==> config.mk <==
export PLATFORM = sky130hd
export DESIGN_NAME = countdown_timer_bcd
export DESIGN_NICKNAME = d
export VERILOG_FILES = /design/src/rtl/countdown_timer_bcd.sv
export SDC_FILE = /design/constraint.sdc
export NUM_CORES = 1
export LEC_CHECK = 0
export BUFFER_PORTS_ARGS = -buffer_cell sky130_fd_sc_hd__buf_2
export CORE_ASPECT_RATIO = 1.5
export CORE_MARGIN = 4
export CORE_UTILIZATION = 51
export CTS_CLUSTER_SIZE = 8
export DETAILED_ROUTE_END_ITERATION = 6
export PLACE_DENSITY = 0.78
export SYNTH_ARGS = -nofsm -noshare
export SYNTH_HDL_FRONTEND = slang
export SYNTH_SLANG_ARGS = --single-unit
==> constraint.sdc <==
create_clock -name clk -period 1.7 [get_ports clk]
set_clock_uncertainty 0.1 [all_clocks]
set_input_delay 0 -clock clk [delete_from_list [all_inputs] [get_ports clk]]
set_output_delay 0 -clock clk [all_outputs]
set_load 0.01 [all_outputs]
==> src/rtl/countdown_timer_bcd.sv <==
// Microwave cook timer: keypad digits shift into an MM:SS BCD register, then the
// value counts down once per TICK_DIV clocks, with done pulse and held beep.
//
// state   | meaning
// --------+----------------------------------------------------------
// S_IDLE  | accepting keypad digits, waiting for start
// S_RUN   | magnetron on, prescaler running, decrement on each tick
// S_PAUSE | door opened or stop pressed while running; all frozen
// S_DONE  | reached 00:00, beep held until stop or any key
module countdown_timer_bcd #(
  parameter int TICK_DIV = 1000
) (
  input  logic       clk,
  input  logic       rst_n,
  input  logic       key_valid,
  input  logic [3:0] key_code,
  input  logic       start,
  input  logic       stop,
  input  logic       door_closed,
  output logic [3:0] min_tens,
  output logic [3:0] min_ones,
  output logic [3:0] sec_tens,
  output logic [3:0] sec_ones,
  output logic       running,
  output logic       done,
  output logic       beep
);

  localparam int PW = (TICK_DIV > 2) ? $clog2(TICK_DIV) : 1;
  localparam logic [PW-1:0] PRESC_LAST = PW'(TICK_DIV - 1);

  typedef enum logic [1:0] {
    S_IDLE  = 2'd0,
    S_RUN   = 2'd1,
    S_PAUSE = 2'd2,
    S_DONE  = 2'd3
  } state_t;

  state_t          state_q, state_d;
  logic [3:0]      min_tens_q, min_tens_d;
  logic [3:0]      min_ones_q, min_ones_d;
  logic [3:0]      sec_tens_q, sec_tens_d;
  logic [3:0]      sec_ones_q, sec_ones_d;
  logic [PW-1:0]   presc_q, presc_d;
  logic            running_q, done_q, beep_q;

  logic [3:0]      dec_mt, dec_mo, dec_st, dec_so;
  logic            borrow_so, borrow_st, borrow_mo;
  logic            time_zero, dec_zero;

  // BCD decrement chain; seconds tens borrows to 5 but otherwise counts down
  // from whatever was entered, so 0:90 runs 90, 89, ...
  always_comb begin
    borrow_so = (sec_ones_q == 4'd0);
    borrow_st = borrow_so && (sec_tens_q == 4'd0);
    borrow_mo = borrow_st && (min_ones_q == 4'd0);

    dec_so = borrow_so ? 4'd9 : sec_ones_q - 4'd1;
    dec_st = sec_tens_q;
    if (borrow_so) dec_st = (sec_tens_q == 4'd0) ? 4'd5 : sec_tens_q - 4'd1;
    dec_mo = min_ones_q;
    if (borrow_st) dec_mo = (min_ones_q == 4'd0) ? 4'd9 : min_ones_q - 4'd1;
    dec_mt = min_tens_q;
    if (borrow_mo && (min_tens_q != 4'd0)) dec_mt = min_tens_q - 4'd1;

    time_zero = ({min_tens_q, min_ones_q, sec_tens_q, sec_ones_q} == 16'h0000);
    dec_zero  = ({dec_mt, dec_mo, dec_st, dec_so} == 16'h0000);
  end

  always_comb begin
    state_d    = state_q;
    min_tens_d = min_tens_q;
    min_ones_d = min_ones_q;
    sec_tens_d = sec_tens_q;
    sec_ones_d = sec_ones_q;
    presc_d    = presc_q;

    case (state_q)
      S_IDLE: begin
        if (stop) begin
          min_tens_d = 4'd0;
          min_ones_d = 4'd0;
          sec_tens_d = 4'd0;
          sec_ones_d = 4'd0;
        end else if (start) begin
          if (door_closed && !time_zero) begin
            state_d = S_RUN;
            presc_d = '0;
          end
        end else if (key_valid && (key_code <= 4'd9)) begin
          min_tens_d = min_ones_q;
          min_ones_d = sec_tens_q;
          sec_tens_d = sec_ones_q;
          sec_ones_d = key_code;
        end
      end

      S_RUN: begin
        if (stop || !door_closed) begin
          state_d = S_PAUSE;
        end else if (presc_q == PRESC_LAST) begin
          presc_d    = '0;
          min_tens_d = dec_mt;
          min_ones_d = dec_mo;
          sec_tens_d = dec_st;
          sec_ones_d = dec_so;
          if (dec_zero) state_d = S_DONE;
        end else begin
          presc_d = presc_q + PW'(1);
        end
      end

      S_PAUSE: begin
        if (stop) begin
          state_d    = S_IDLE;
          min_tens_d = 4'd0;
          min_ones_d = 4'd0;
          sec_tens_d = 4'd0;
          sec_ones_d = 4'd0;
        end else if (start && door_closed) begin
          state_d = S_RUN;
        end
      end

      S_DONE: begin
        if (stop || key_valid) begin
          state_d    = S_IDLE;
          min_tens_d = 4'd0;
          min_ones_d = 4'd0;
          sec_tens_d = 4'd0;
          sec_ones_d = 4'd0;
        end
      end

      default: state_d = S_IDLE;
    endcase
  end

  always_ff @(posedge clk or negedge rst_n) begin
    if (!rst_n) begin
      state_q    <= S_IDLE;
      min_tens_q <= 4'd0;
      min_ones_q <= 4'd0;
      sec_tens_q <= 4'd0;
      sec_ones_q <= 4'd0;
      presc_q    <= '0;
      running_q  <= 1'b0;
      done_q     <= 1'b0;
      beep_q     <= 1'b0;
    end else begin
      state_q    <= state_d;
      min_tens_q <= min_tens_d;
      min_ones_q <= min_ones_d;
      sec_tens_q <= sec_tens_d;
      sec_ones_q <= sec_ones_d;
      presc_q    <= presc_d;
      running_q  <= (state_d == S_RUN);
      done_q     <= (state_d == S_DONE) && (state_q != S_DONE);
      beep_q     <= (state_d == S_DONE);
    end
  end

  assign min_tens = min_tens_q;
  assign min_ones = min_ones_q;
  assign sec_tens = sec_tens_q;
  assign sec_ones = sec_ones_q;
  assign running  = running_q;
  assign done     = done_q;
  assign beep     = beep_q;

endmodule

==> reports/results.tsv, run 1 <==
metric	value	unit
grt peak-use layer	met2	
startpoint types	register	
placed instance area	0.00251	mm2
status	complete, but fails checks	
crit share post-route	117	%
CTS tree	done	
Syn Nets	224	
RSZ-0062 raised after global routing	yes	
final instance area	0.00307	mm2
Synth Flop Type	dfrtp_1	
Leak Pwr	1.39	nW
clock sinks	31	
number of global-route vias before repair	2321	
vias per cell	6.33	
Fin. Hold Viols	0	
Mapped Avg Cell Area	9.07	um2
async set-reset flop share out of synthesis	100	%
Final Non-Filler Cells	357	
fillers	192	
Die H	83.0	um
worst slew pin tran	0.713	ns
HPWL after DPL	4100	um
Final Critical Period	1.98	ns
GRT met3 Usage	5.13	%
Port-buffer cells	28	
Max-cap violations	0	
Layout area overhead	60.5	%
global-route wire length before repair	10600	um
Hold Crit Class	input pin to register	
fmax	0.504	GHz
Clock Latency Late Sink	0.29	ns
met2 Resource Use GR	46.9	%
Worst Path Arrival	2.06	ns
sequential area share after synthesis	40.5	%
Top Ports	29	
CP Capture Type	register	
Mapped Area	0.00191	mm2
Starting Density	52.5	%
drt wl/cell	20.3	um
remaining global-route overflow	0	
Cell variety after synth	54	
Synth Instances	211	
ANT cells	0	
CTS Buf Count	5	
floorplan row count	27	
ratio of cells with drive above 1 in the final layout	51.6	%
clock slew at the register clock pins of the worst setup and hold paths	0.07	ns
Detailed Route Iter0 Violations	196	
CP Class	register to register	
failing checks	setup timing	
CTS max path bufs	2	
H-tree Lvls	2	
placer's final routability congestion estimate	0.804	
Cell Pwr Density	1040	mW/mm2
Max FO, Critical Path	5	
die area	0.00482	mm2
Antenna Violating Nets Remaining	0	
width of the die	58.0	um
GRT Util Overall	28.2	%
final setup violation count	31	
Max Slew Vio Count	0	
met1 Track Usage GR	31.5	%
DRC	0	
final setup margin	-0.283	ns
relative max-transition margin	52.5	%
Ys Warns	0	
core area	0.00365	mm2
Worst VDD drop	0.840	mV
Routed WL	7260	um
Vias	2260	
dpl cells	325	
drt pass-1 iters	4	
Root Buffer Master	clkbuf_8	
Nets	326	
Req. time, crit path	1.77	ns
number of synthesized flops with an enable pin	0	
Seq cells post-synth	31	
initial antenna violation count	0	
largest net degree at the start of global routing	32	
state kept, by name, indices dropped and copies added, names as in the netlist:
signal,flops
beep,1
state_q,2
min_ones,4
sec_tens,4
sec_ones,4
running,1
presc_q,10
done,1
min_tens,4
cells by family (layout without fill, tap and decap cells):
| group | after synthesis | in the layout | share of synthesized area [%] |
|---|---|---|---|
| and+or+nand+nor | 82 | 82 | 24.1 |
| muxes | 3 | 3 | 1.70 |
| xor gates and xnor gates | 2 | 2 | 0.915 |
| adders and majority gates | 3 | 3 | 1.96 |
| AOI/OAI and AO/OA | 74 | 75 | 26.7 |
| buffers and inverters | 16 | 118 | 4.05 |
| DFF | 31 | 31 | 40.5 |
critical path, stage by stage, from the launching register on:
cell and delay, ns:
dfrtp_1 0.45, nor4_4 0.31, buf_6 0.17, nand4bb_2 0.24, nor3_2 0.29, o21ai_1 0.15, o2bb2ai_1 0.14
layout make-up:
| class | count | area [um2] | area share [%] |
|---|---|---|---|
| Timing Repair Buffer | 105 | 777 | 25.3 |
| Inverter | 5 | 18.8 | 0.611 |
| Tap cell | 43 | 53.8 | 1.75 |
| Clock buffer | 8 | 100 | 3.26 |
| Sequential cell | 31 | 778 | 25.3 |
| Multi-Input combinational cell | 165 | 1350 | 43.8 |
final timing paths:
check / startpoint / end / slack (ns) / cells after the start
setup / recovery: sec_ones[0] / min_ones[2] / -0.28 / 6
hold / removal: door_closed / presc_q[4] / 0.11 / 4
setup reg to reg: sec_ones[0] / min_ones[2] / -0.28 / 6
hold reg to reg: presc_q[8] / presc_q[8] / 0.47 / 2
max in group asynchronous: rst_n / sec_ones[1] / 0.79 / 2
min in group asynchronous: rst_n / sec_ones[3] / 0.21 / 2
synthesized netlist by cell type, drive strengths merged (4+ instances only):
cell type | instances | share of area, %
dfrtp | 31 | 41
nor2 | 26 | 5.1
o21ai | 26 | 6.8
a21oi | 13 | 3.4
nand2 | 12 | 2.4
a22oi | 6 | 2.4
clkbuf | 6 | 1.2
nor4 | 6 | 2.7
o2bb2ai | 6 | 2.7
and3 | 5 | 1.6
buf | 5 | 1.9
inv | 5 | 0.98
nor3 | 5 | 1.3
nand4 | 4 | 1.6
placed cells by master (no fill, tap or decap), types with 4 or more instances in the layout:
cell and n:
a21oi_1 7, a21oi_2 6, a22oi_1 6, and3_1 4, buf_2 28, buf_4 62
buf_6 9, clkbuf_8 7, dfrtp_1 29, dlygate4sd3_1 5, inv_1 5, nand2_1 10
nor2_1 22, o21ai_0 4, o21ai_1 10, o21ai_2 12
routing by layer:
layer	vias to the layer above	routed length (um)
met5	-	0
met3	55	449
met2	139	3690
li1	1004	-
met4	0	494
met1	1062	2630
repair_timing:
item                       CTS  global route
setup endpoints to repair   31            31
cloned                       1             0
pin swaps                    5             9
setup buffers               10             8
gates resized for setup     22            42
hold buffers                 5             0
hold endpoints to repair    35             0
through the flow:
stage	utilization (%)	TNS, ns	worst slack [ns]	total power, mW	hold slack, ns
finish	84.2	-5.16	-0.283	3.21	0.109
CTS	77.6	-2.75	-0.166	2.88	0.104
detailed placement	68.8	-6.12	-0.291	2.11	-0.0187
global route	84.2	-7.61	-0.327	3.33	0.130
global placement	68.8	-4.91	-0.262	2.07	-0.0236
floorplan	-	-2.86	-0.165	1.57	-0.396
power by group:
group	internal [mW]	switching, mW	leakage (nW)	total, mW
combinational	0.733	0.866	0.923	1.60
sequential	0.837	0.109	0.416	0.946
clock	0.370	0.290	0.0515	0.660
total	1.94	1.27	1.39	3.21
Note: power is estimated with default switching activity, not from simulation.
==> run 2: changes to the inputs <==
--- a/config.mk
+++ b/config.mk
@@ -7,7 +7,7 @@
 export LEC_CHECK = 0
 export BUFFER_PORTS_ARGS = -buffer_cell sky130_fd_sc_hd__buf_2
 export CORE_ASPECT_RATIO = 1.5
-export CORE_MARGIN = 4
+export CORE_MARGIN = 2
 export CORE_UTILIZATION = 51
 export CTS_CLUSTER_SIZE = 8
 export DETAILED_ROUTE_END_ITERATION = 6
==> run 2 against run 1 <==
Compared with the run above:
- the run still ends with setup timing left
- fmax fell by 0.87%
- setup slack got worse by 0.017 ns
- core utilization fell by 1.3 points
- sequential power barely moved
- via count did not move
- first-iteration DRC count fell by 48%
- sequential cell count did not move
- total power fell by 4.1%
- global-route usage rose by 2.3 points
- combinational power fell by 3%
==> reports/results.tsv, run 2 (same netlist as run 1, synthesis figures left out) <==
metric	value	unit	change
placer's final routability congestion estimate	0.876		+9.0%
grt peak-use layer	met2		
status	complete, but fails checks		
clock slew at the register clock pins of the worst setup and hold paths	0.07	ns	about the same
Clk pwr share	18.4	%	-2.2 points
fillers	203		+5.7%
reg2reg path depth	7		+1
CP most frequent cell	nor4_4		
DRC	0		unchanged
Hold WS	0.0365	ns	-0.0724 ns
Vias	2260		unchanged
Nets	320		-1.8%
CP Class	register to register		
final setup violation count	30		-3.2%
H-tree Lvls	2		unchanged
hold path startpoint	key_code[1]		
CP cell instances	nor4_4 -> buf_6 -> buf_4 -> nand4bb_4 -> nor4_4 -> a32oi_1 -> o2bb2ai_1		
reg-to-reg setup timing slack	-0.30	ns	-0.02 ns
number of global-route vias before repair	2133		-8.1%
GRT met3 Usage	6.02	%	+0.88 points
Worst VDD drop	0.736	mV	-12%
Root Buffer Master	clkbuf_8		
CTS tree	done		
Detailed Route Iter0 Violations	101		-48%
Layout area overhead	58.0	%	
worst hold endpoint	sec_ones[1]		
Max Slew Vio Count	0		unchanged
Cell Pwr Density	1020	mW/mm2	-2.5%
Switching Fraction	40.5	%	+1.0 points
placed instance area	0.00249	mm2	-0.60%
Fin. Hold Viols	0		unchanged
switching pwr	1.24	mW	-1.7%
Antenna Violating Nets Remaining	0		unchanged
Die H	79.0	um	-4.8%
GRT Util Overall	30.5	%	+2.3 points
Buf/Inv on CP	2		+1
vias per cell	6.44		+1.7%
Routed WL	7250	um	-0.15%
max incr delay on CP	0.46	ns	about the same
Port-buffer cells	28		unchanged
Hold Crit Class	input pin to register		
Top Ports	29		unchanged
Max FO, Critical Path	5		unchanged
Leak Pwr	1.37	nW	-1.6%
final instance area	0.00302	mm2	-1.6%
drt wl/cell	20.6	um	+1.6%
Int Pwr	1.83	mW	-5.7%
Sequential Power Share	30.8	%	+1.3 points
Req. time, crit path	1.81	ns	+0.04 ns
ratio of cells with drive above 1 in the final layout	50.6	%	-0.94 points
max reg flops	10		unchanged
fmax	0.500	GHz	-0.87%
global-route wire length before repair	9610	um	-9.7%
width of the die	54.0	um	-6.9%
Starting Density	52.5	%	unchanged
Place WS	-0.266	ns	+0.0255 ns
Worst Path Arrival	2.11	ns	+0.05 ns
met2 Resource Use GR	55.4	%	+8.5 points
CTS max path bufs	2		unchanged
Final Critical Period	2.00	ns	+0.0173 ns
WHS Path Cells	3		-1
relative max-transition margin	49.2	%	-3.2 points
clock sinks	31		unchanged
startpoint types	register		
commonest non-fill, non-tap cell in the layout	buf_4		
remaining global-route overflow	0		unchanged
Max-cap violations	0		unchanged
Largest Register	presc_q		
ANT cells	0		unchanged
floorplan row count	27		unchanged
most frequent cells in the layout	buf_4, buf_2, dfrtp_1		
Clock Latency Late Sink	0.29	ns	about the same
RSZ-0062 raised after global routing	yes		
CP max-delay cell	dfrtp_2		
core area	0.00365	mm2	unchanged
CP Capture Type	register		
failing checks	setup timing		
fin util	82.9	%	-1.3 points
reg-to-reg critical path startpoint	sec_ones[1]		
HPWL after DPL	4010	um	-2.2%
family with the most delay on the worst path	simple AND/OR/NAND/NOR gates		
CTS Buf Count	5		unchanged
worst reg2reg path endpoint	min_ones[2]		
combinational share of power	50.8	%	+0.9 points
die area	0.00427	mm2	-11%
initial antenna violation count	0		unchanged
worst slew pin tran	0.762	ns	+0.0487 ns
drt pass-1 iters	5		+1
crit share post-route	118	%	+1.0 points
final setup margin	-0.301	ns	-0.0173 ns
met1 Track Usage GR	32.2	%	+0.61 points
largest net degree at the start of global routing	32		unchanged
## run 2: changes by cell type in the layout (fill, tap and decap cells not counted), sizes merged
cell         previous run  this run
buf                   100        96
dlygate4sd3             5         4
clkbuf                  8         7
o311ai                  2         1
clkinv                  0         1
## run 2: worst reg2reg max path, cell delays in order (launching register included)
cell and delay (ns):
dfrtp_2 0.46, nor4_4 0.29, buf_6 0.17, buf_4 0.12
nand4bb_4 0.18, nor4_4 0.25, a32oi_1 0.19, o2bb2ai_1 0.17
## run 2: cell type report
| class | count | area, um2 | area share (%) |
|---|---|---|---|
| Clock inverter | 1 | 5.00 | 0.165 |
| Multi-Input combinational cell | 164 | 1360 | 45.0 |
| Timing Repair Buffer | 100 | 731 | 24.2 |
| Sequential cell | 31 | 779 | 25.8 |
| Inverter | 5 | 18.8 | 0.621 |
| Tap cell | 43 | 53.8 | 1.78 |
| Clock buffer | 7 | 76.3 | 2.52 |
## run 2: repair_timing
item | 4_1_cts | 5_1_grt
buffers inserted | 7 | 7
gates resized for setup | 35 | 34
cloned | 0 | 2
hold buffers | 4 | 0
pin swaps | 12 | 12
endpoints found under the hold margin | 34 | 0
endpoints found under the setup margin | 31 | 31
## run 2: worst max path at each step
stage / start / end / slack (ns) / depth (start not counted)
3_3_place_gp: sec_ones[1] / presc_q[8] / -0.23 / 6
5_1_grt: presc_q[0] / sec_tens[1] / -0.38 / 8
6_report: sec_ones[1] / min_ones[2] / -0.30 / 7
4_1_cts: sec_ones[1] / presc_q[8] / -0.15 / 7
3_5_place_dp: state_q[1] / sec_ones[1] / -0.27 / 5
2_1_floorplan: sec_ones[2] / presc_q[8] / -0.16 / 5
## run 2: stage by stage
stage | power, mW | TNS, ns | instances
CTS | 2.79 | -2.57 | 342
detailed placement | 2.07 | -6.56 | 323
floorplan | 1.57 | -2.86 | 211
global placement | 2.03 | -4.92 | 323
global route | 3.22 | -7.28 | 351
finish | 3.07 | -4.70 | 351
## run 2: metal layers
metal / vias to the layer above / wire length, um
li1: 985 / -
met1: 1077 / 2510
met2: 152 / 3860
met3: 46 / 484
met4: 0 / 398
met5: - / 0
## run 2: power by group through the flow
stage | logic [mW] | clock network, mW | registers [mW]
after detailed placement | 1.13 | 0 | 0.942
after global placement | 1.10 | 0 | 0.937
after CTS | 1.30 | 0.564 | 0.933
final | 1.56 | 0.567 | 0.946
after floorplan | 0.565 | 0 | 1.01
after global routing | 1.67 | 0.602 | 0.954
==> run 3: changes to the inputs <==
--- a/config.mk
+++ b/config.mk
@@ -12,6 +12,8 @@
 export CTS_CLUSTER_SIZE = 8
 export DETAILED_ROUTE_END_ITERATION = 6
 export PLACE_DENSITY = 0.78
+export REMOVE_ABC_BUFFERS = 1
+export SKIP_CTS_REPAIR_TIMING = 1
 export SYNTH_ARGS = -nofsm -noshare
 export SYNTH_HDL_FRONTEND = slang
 export SYNTH_SLANG_ARGS = --single-unit
==> run 3 against run 2 <==
Compared with the run above:
- the flow still finishes with violations (setup timing)
- non-clock buffer count up 4
- combinational power hardly changed
- via count up 1.5%
- sequential power is 2% lower
- die area unchanged
- worst hold slack better by 0.0088 ns
- clock-buffer cell count shrank 1
- design area decreased by 1.6%
- clock power grew 8.1%
==> reports/results.tsv, run 3 (same netlist as run 1, synthesis figures left out) <==
metric	value	unit	change
RSZ-0062 raised after global routing	yes		
relative max-transition margin	50.0	%	+0.76 points
Worst VDD drop	0.890	mV	+21%
Max FO, Critical Path	3		-2
placer's final routability congestion estimate	0.934		+6.7%
crit share post-route	122	%	+4.0 points
Clock Latency Late Sink	0.30	ns	about the same
core area	0.00365	mm2	unchanged
Hold Crit Class	input pin to register		
worst slew pin tran	0.750	ns	-0.0114 ns
Sequential Power Share	30.3	%	-0.5 points
register area	777	um2	-0.32%
Root Buffer Master	clkbuf_8		
dpl cells	331		+2.5%
GRT Util Overall	29.2	%	-1.3 points
family with the most delay on the worst path	compound AO/OA/AOI/OAI gates		
hold path startpoint	key_code[1]		
Largest Register	presc_q		
global-route wire length before repair	9000	um	-6.3%
DRC	0		unchanged
Leak Pwr	1.40	nW	+2.2%
Final Non-Filler Cells	354		+0.85%
worst reg2reg path endpoint	min_tens[3]		
status	complete, but fails checks		
fin util	81.6	%	-1.3 points
reg2reg path depth	8		+1
die area	0.00427	mm2	unchanged
Nets	324		+1.3%
Switching Fraction	39.5	%	-0.94 points
floorplan row count	27		unchanged
clock sinks	31		unchanged
max incr delay on CP	0.40	ns	-0.06 ns
Worst Path Arrival	2.17	ns	+0.06 ns
footprint of the multi-input gates	0.00126	mm2	-7.1%
worst hold endpoint	sec_ones[1]		
CP Class	register to register		
drt pass-1 iters	5		unchanged
WHS Path Cells	3		unchanged
clock slew at the register clock pins of the worst setup and hold paths	0.07	ns	about the same
Final Critical Period	2.07	ns	+0.0677 ns
reg-to-reg setup timing slack	-0.37	ns	-0.07 ns
switching pwr	1.21	mW	-2.5%
most frequent cells in the layout	buf_4, dfrtp_1, buf_2		
CP cell instances	ha_2 -> nand4b_1 -> o31ai_4 -> o311a_4 -> buf_6 -> buf_4 -> nor2_1 -> a21oi_1		
Detailed Route Iter0 Violations	131		+30%
Max Slew Vio Count	0		unchanged
max reg flops	10		unchanged
vias per cell	6.48		+0.69%
Max-cap violations	0		unchanged
Hold WS	0.0454	ns	+0.00884 ns
Place WS	-0.245	ns	+0.0208 ns
Die H	79.0	um	unchanged
reg-to-reg critical path startpoint	presc_q[0]		
fmax	0.483	GHz	-3.3%
number of global-route vias before repair	1974		-7.5%
drt wl/cell	21.1	um	+2.0%
Clk pwr share	20.0	%	+1.6 points
Buf/Inv on CP	2		unchanged
Cell Pwr Density	1030	mW/mm2	+1.5%
failing checks	setup timing		
commonest non-fill, non-tap cell in the layout	buf_4		
initial antenna violation count	0		unchanged
Int Pwr	1.86	mW	+1.4%
overall power	3.07	mW	-0.16%
remaining global-route overflow	0		unchanged
final setup violation count	30		unchanged
width of the die	54.0	um	unchanged
CTS Buf Count	5		unchanged
fillers	201		-0.99%
startpoint types	register		
Starting Density	52.5	%	unchanged
Layout area overhead	55.4	%	
Antenna Violating Nets Remaining	0		unchanged
HPWL after DPL	4090	um	+2.0%
Req. time, crit path	1.80	ns	about the same
combinational share of power	49.7	%	-1.1 points
largest net degree at the start of global routing	32		unchanged
Routed WL	7460	um	+2.9%
Crit. Startpoint	presc_q[0]		
final setup margin	-0.368	ns	-0.0677 ns
CTS tree	done		
Port-buffer cells	28		unchanged
CP max-delay cell	o31ai_4		
Fin. Hold Viols	0		unchanged
ANT cells	0		unchanged
CTS max path bufs	2		unchanged
Top Ports	29		unchanged
Vias	2295		+1.5%
CP Capture Type	register		
ratio of cells with drive above 1 in the final layout	47.6	%	-3.1 points
H-tree Lvls	2		unchanged
run 3: worst max path at each step:
| stage | to | cells past startpoint |
|---|---|---|
| 2_1_floorplan | presc_q[8] | 5 |
| 3_3_place_gp | beep | 5 |
| 3_5_place_dp | beep | 6 |
| 4_1_cts | beep | 6 |
| 5_1_grt | min_tens[3] | 8 |
| 6_report | min_tens[3] | 8 |
run 3: per-layer routing:
layer  vias up  track usage (%)  wire length [um]
met5         -                0                 0
met4         0             14.0               402
met3        48             4.14               506
met2       146             51.3              3960
met1      1104             33.2              2580
li1        997                -                 -
run 3: metrics by stage:
| step | TNS, ns | instance area, um2 |
|---|---|---|
| 2_1_floorplan | -9.09 | 1860 |
| 3_5_place_dp | -4.28 | 2510 |
| 4_1_cts | -4.77 | 2600 |
| 5_1_grt | -9.09 | 2980 |
| 3_3_place_gp | -2.04 | 2510 |
| 6_report | -7.44 | 2980 |
run 3: worst register-to-register path: stages, from the launching register on:
cell and delay, ns:
dfrtp_1 0.36, ha_2 0.19, nand4b_1 0.19, o31ai_4 0.41
o311a_4 0.29, buf_6 0.12, buf_4 0.10, nor2_1 0.04
a21oi_1 0.18
run 3: power groups by stage:
stage | clock (mW) | sequential (mW) | combinational [mW]
CTS | 0.608 | 0.913 | 1.19
global route | 0.641 | 0.934 | 1.60
finish | 0.613 | 0.931 | 1.53
detailed placement | 0 | 0.926 | 1.18
global placement | 0 | 0.921 | 1.15
floorplan | 0 | 1.02 | 0.458
run 3: cell type report:
| cell class | instances | share of cell area, % |
|---|---|---|
| clock buffer | 6 | 2.78 |
| clock inverter | 1 | 0.168 |
| inverter | 5 | 0.631 |
| multi-input combinational | 164 | 42.5 |
| sequential | 31 | 26.1 |
| tap | 43 | 1.81 |
| timing repair buffer | 104 | 26.0 |
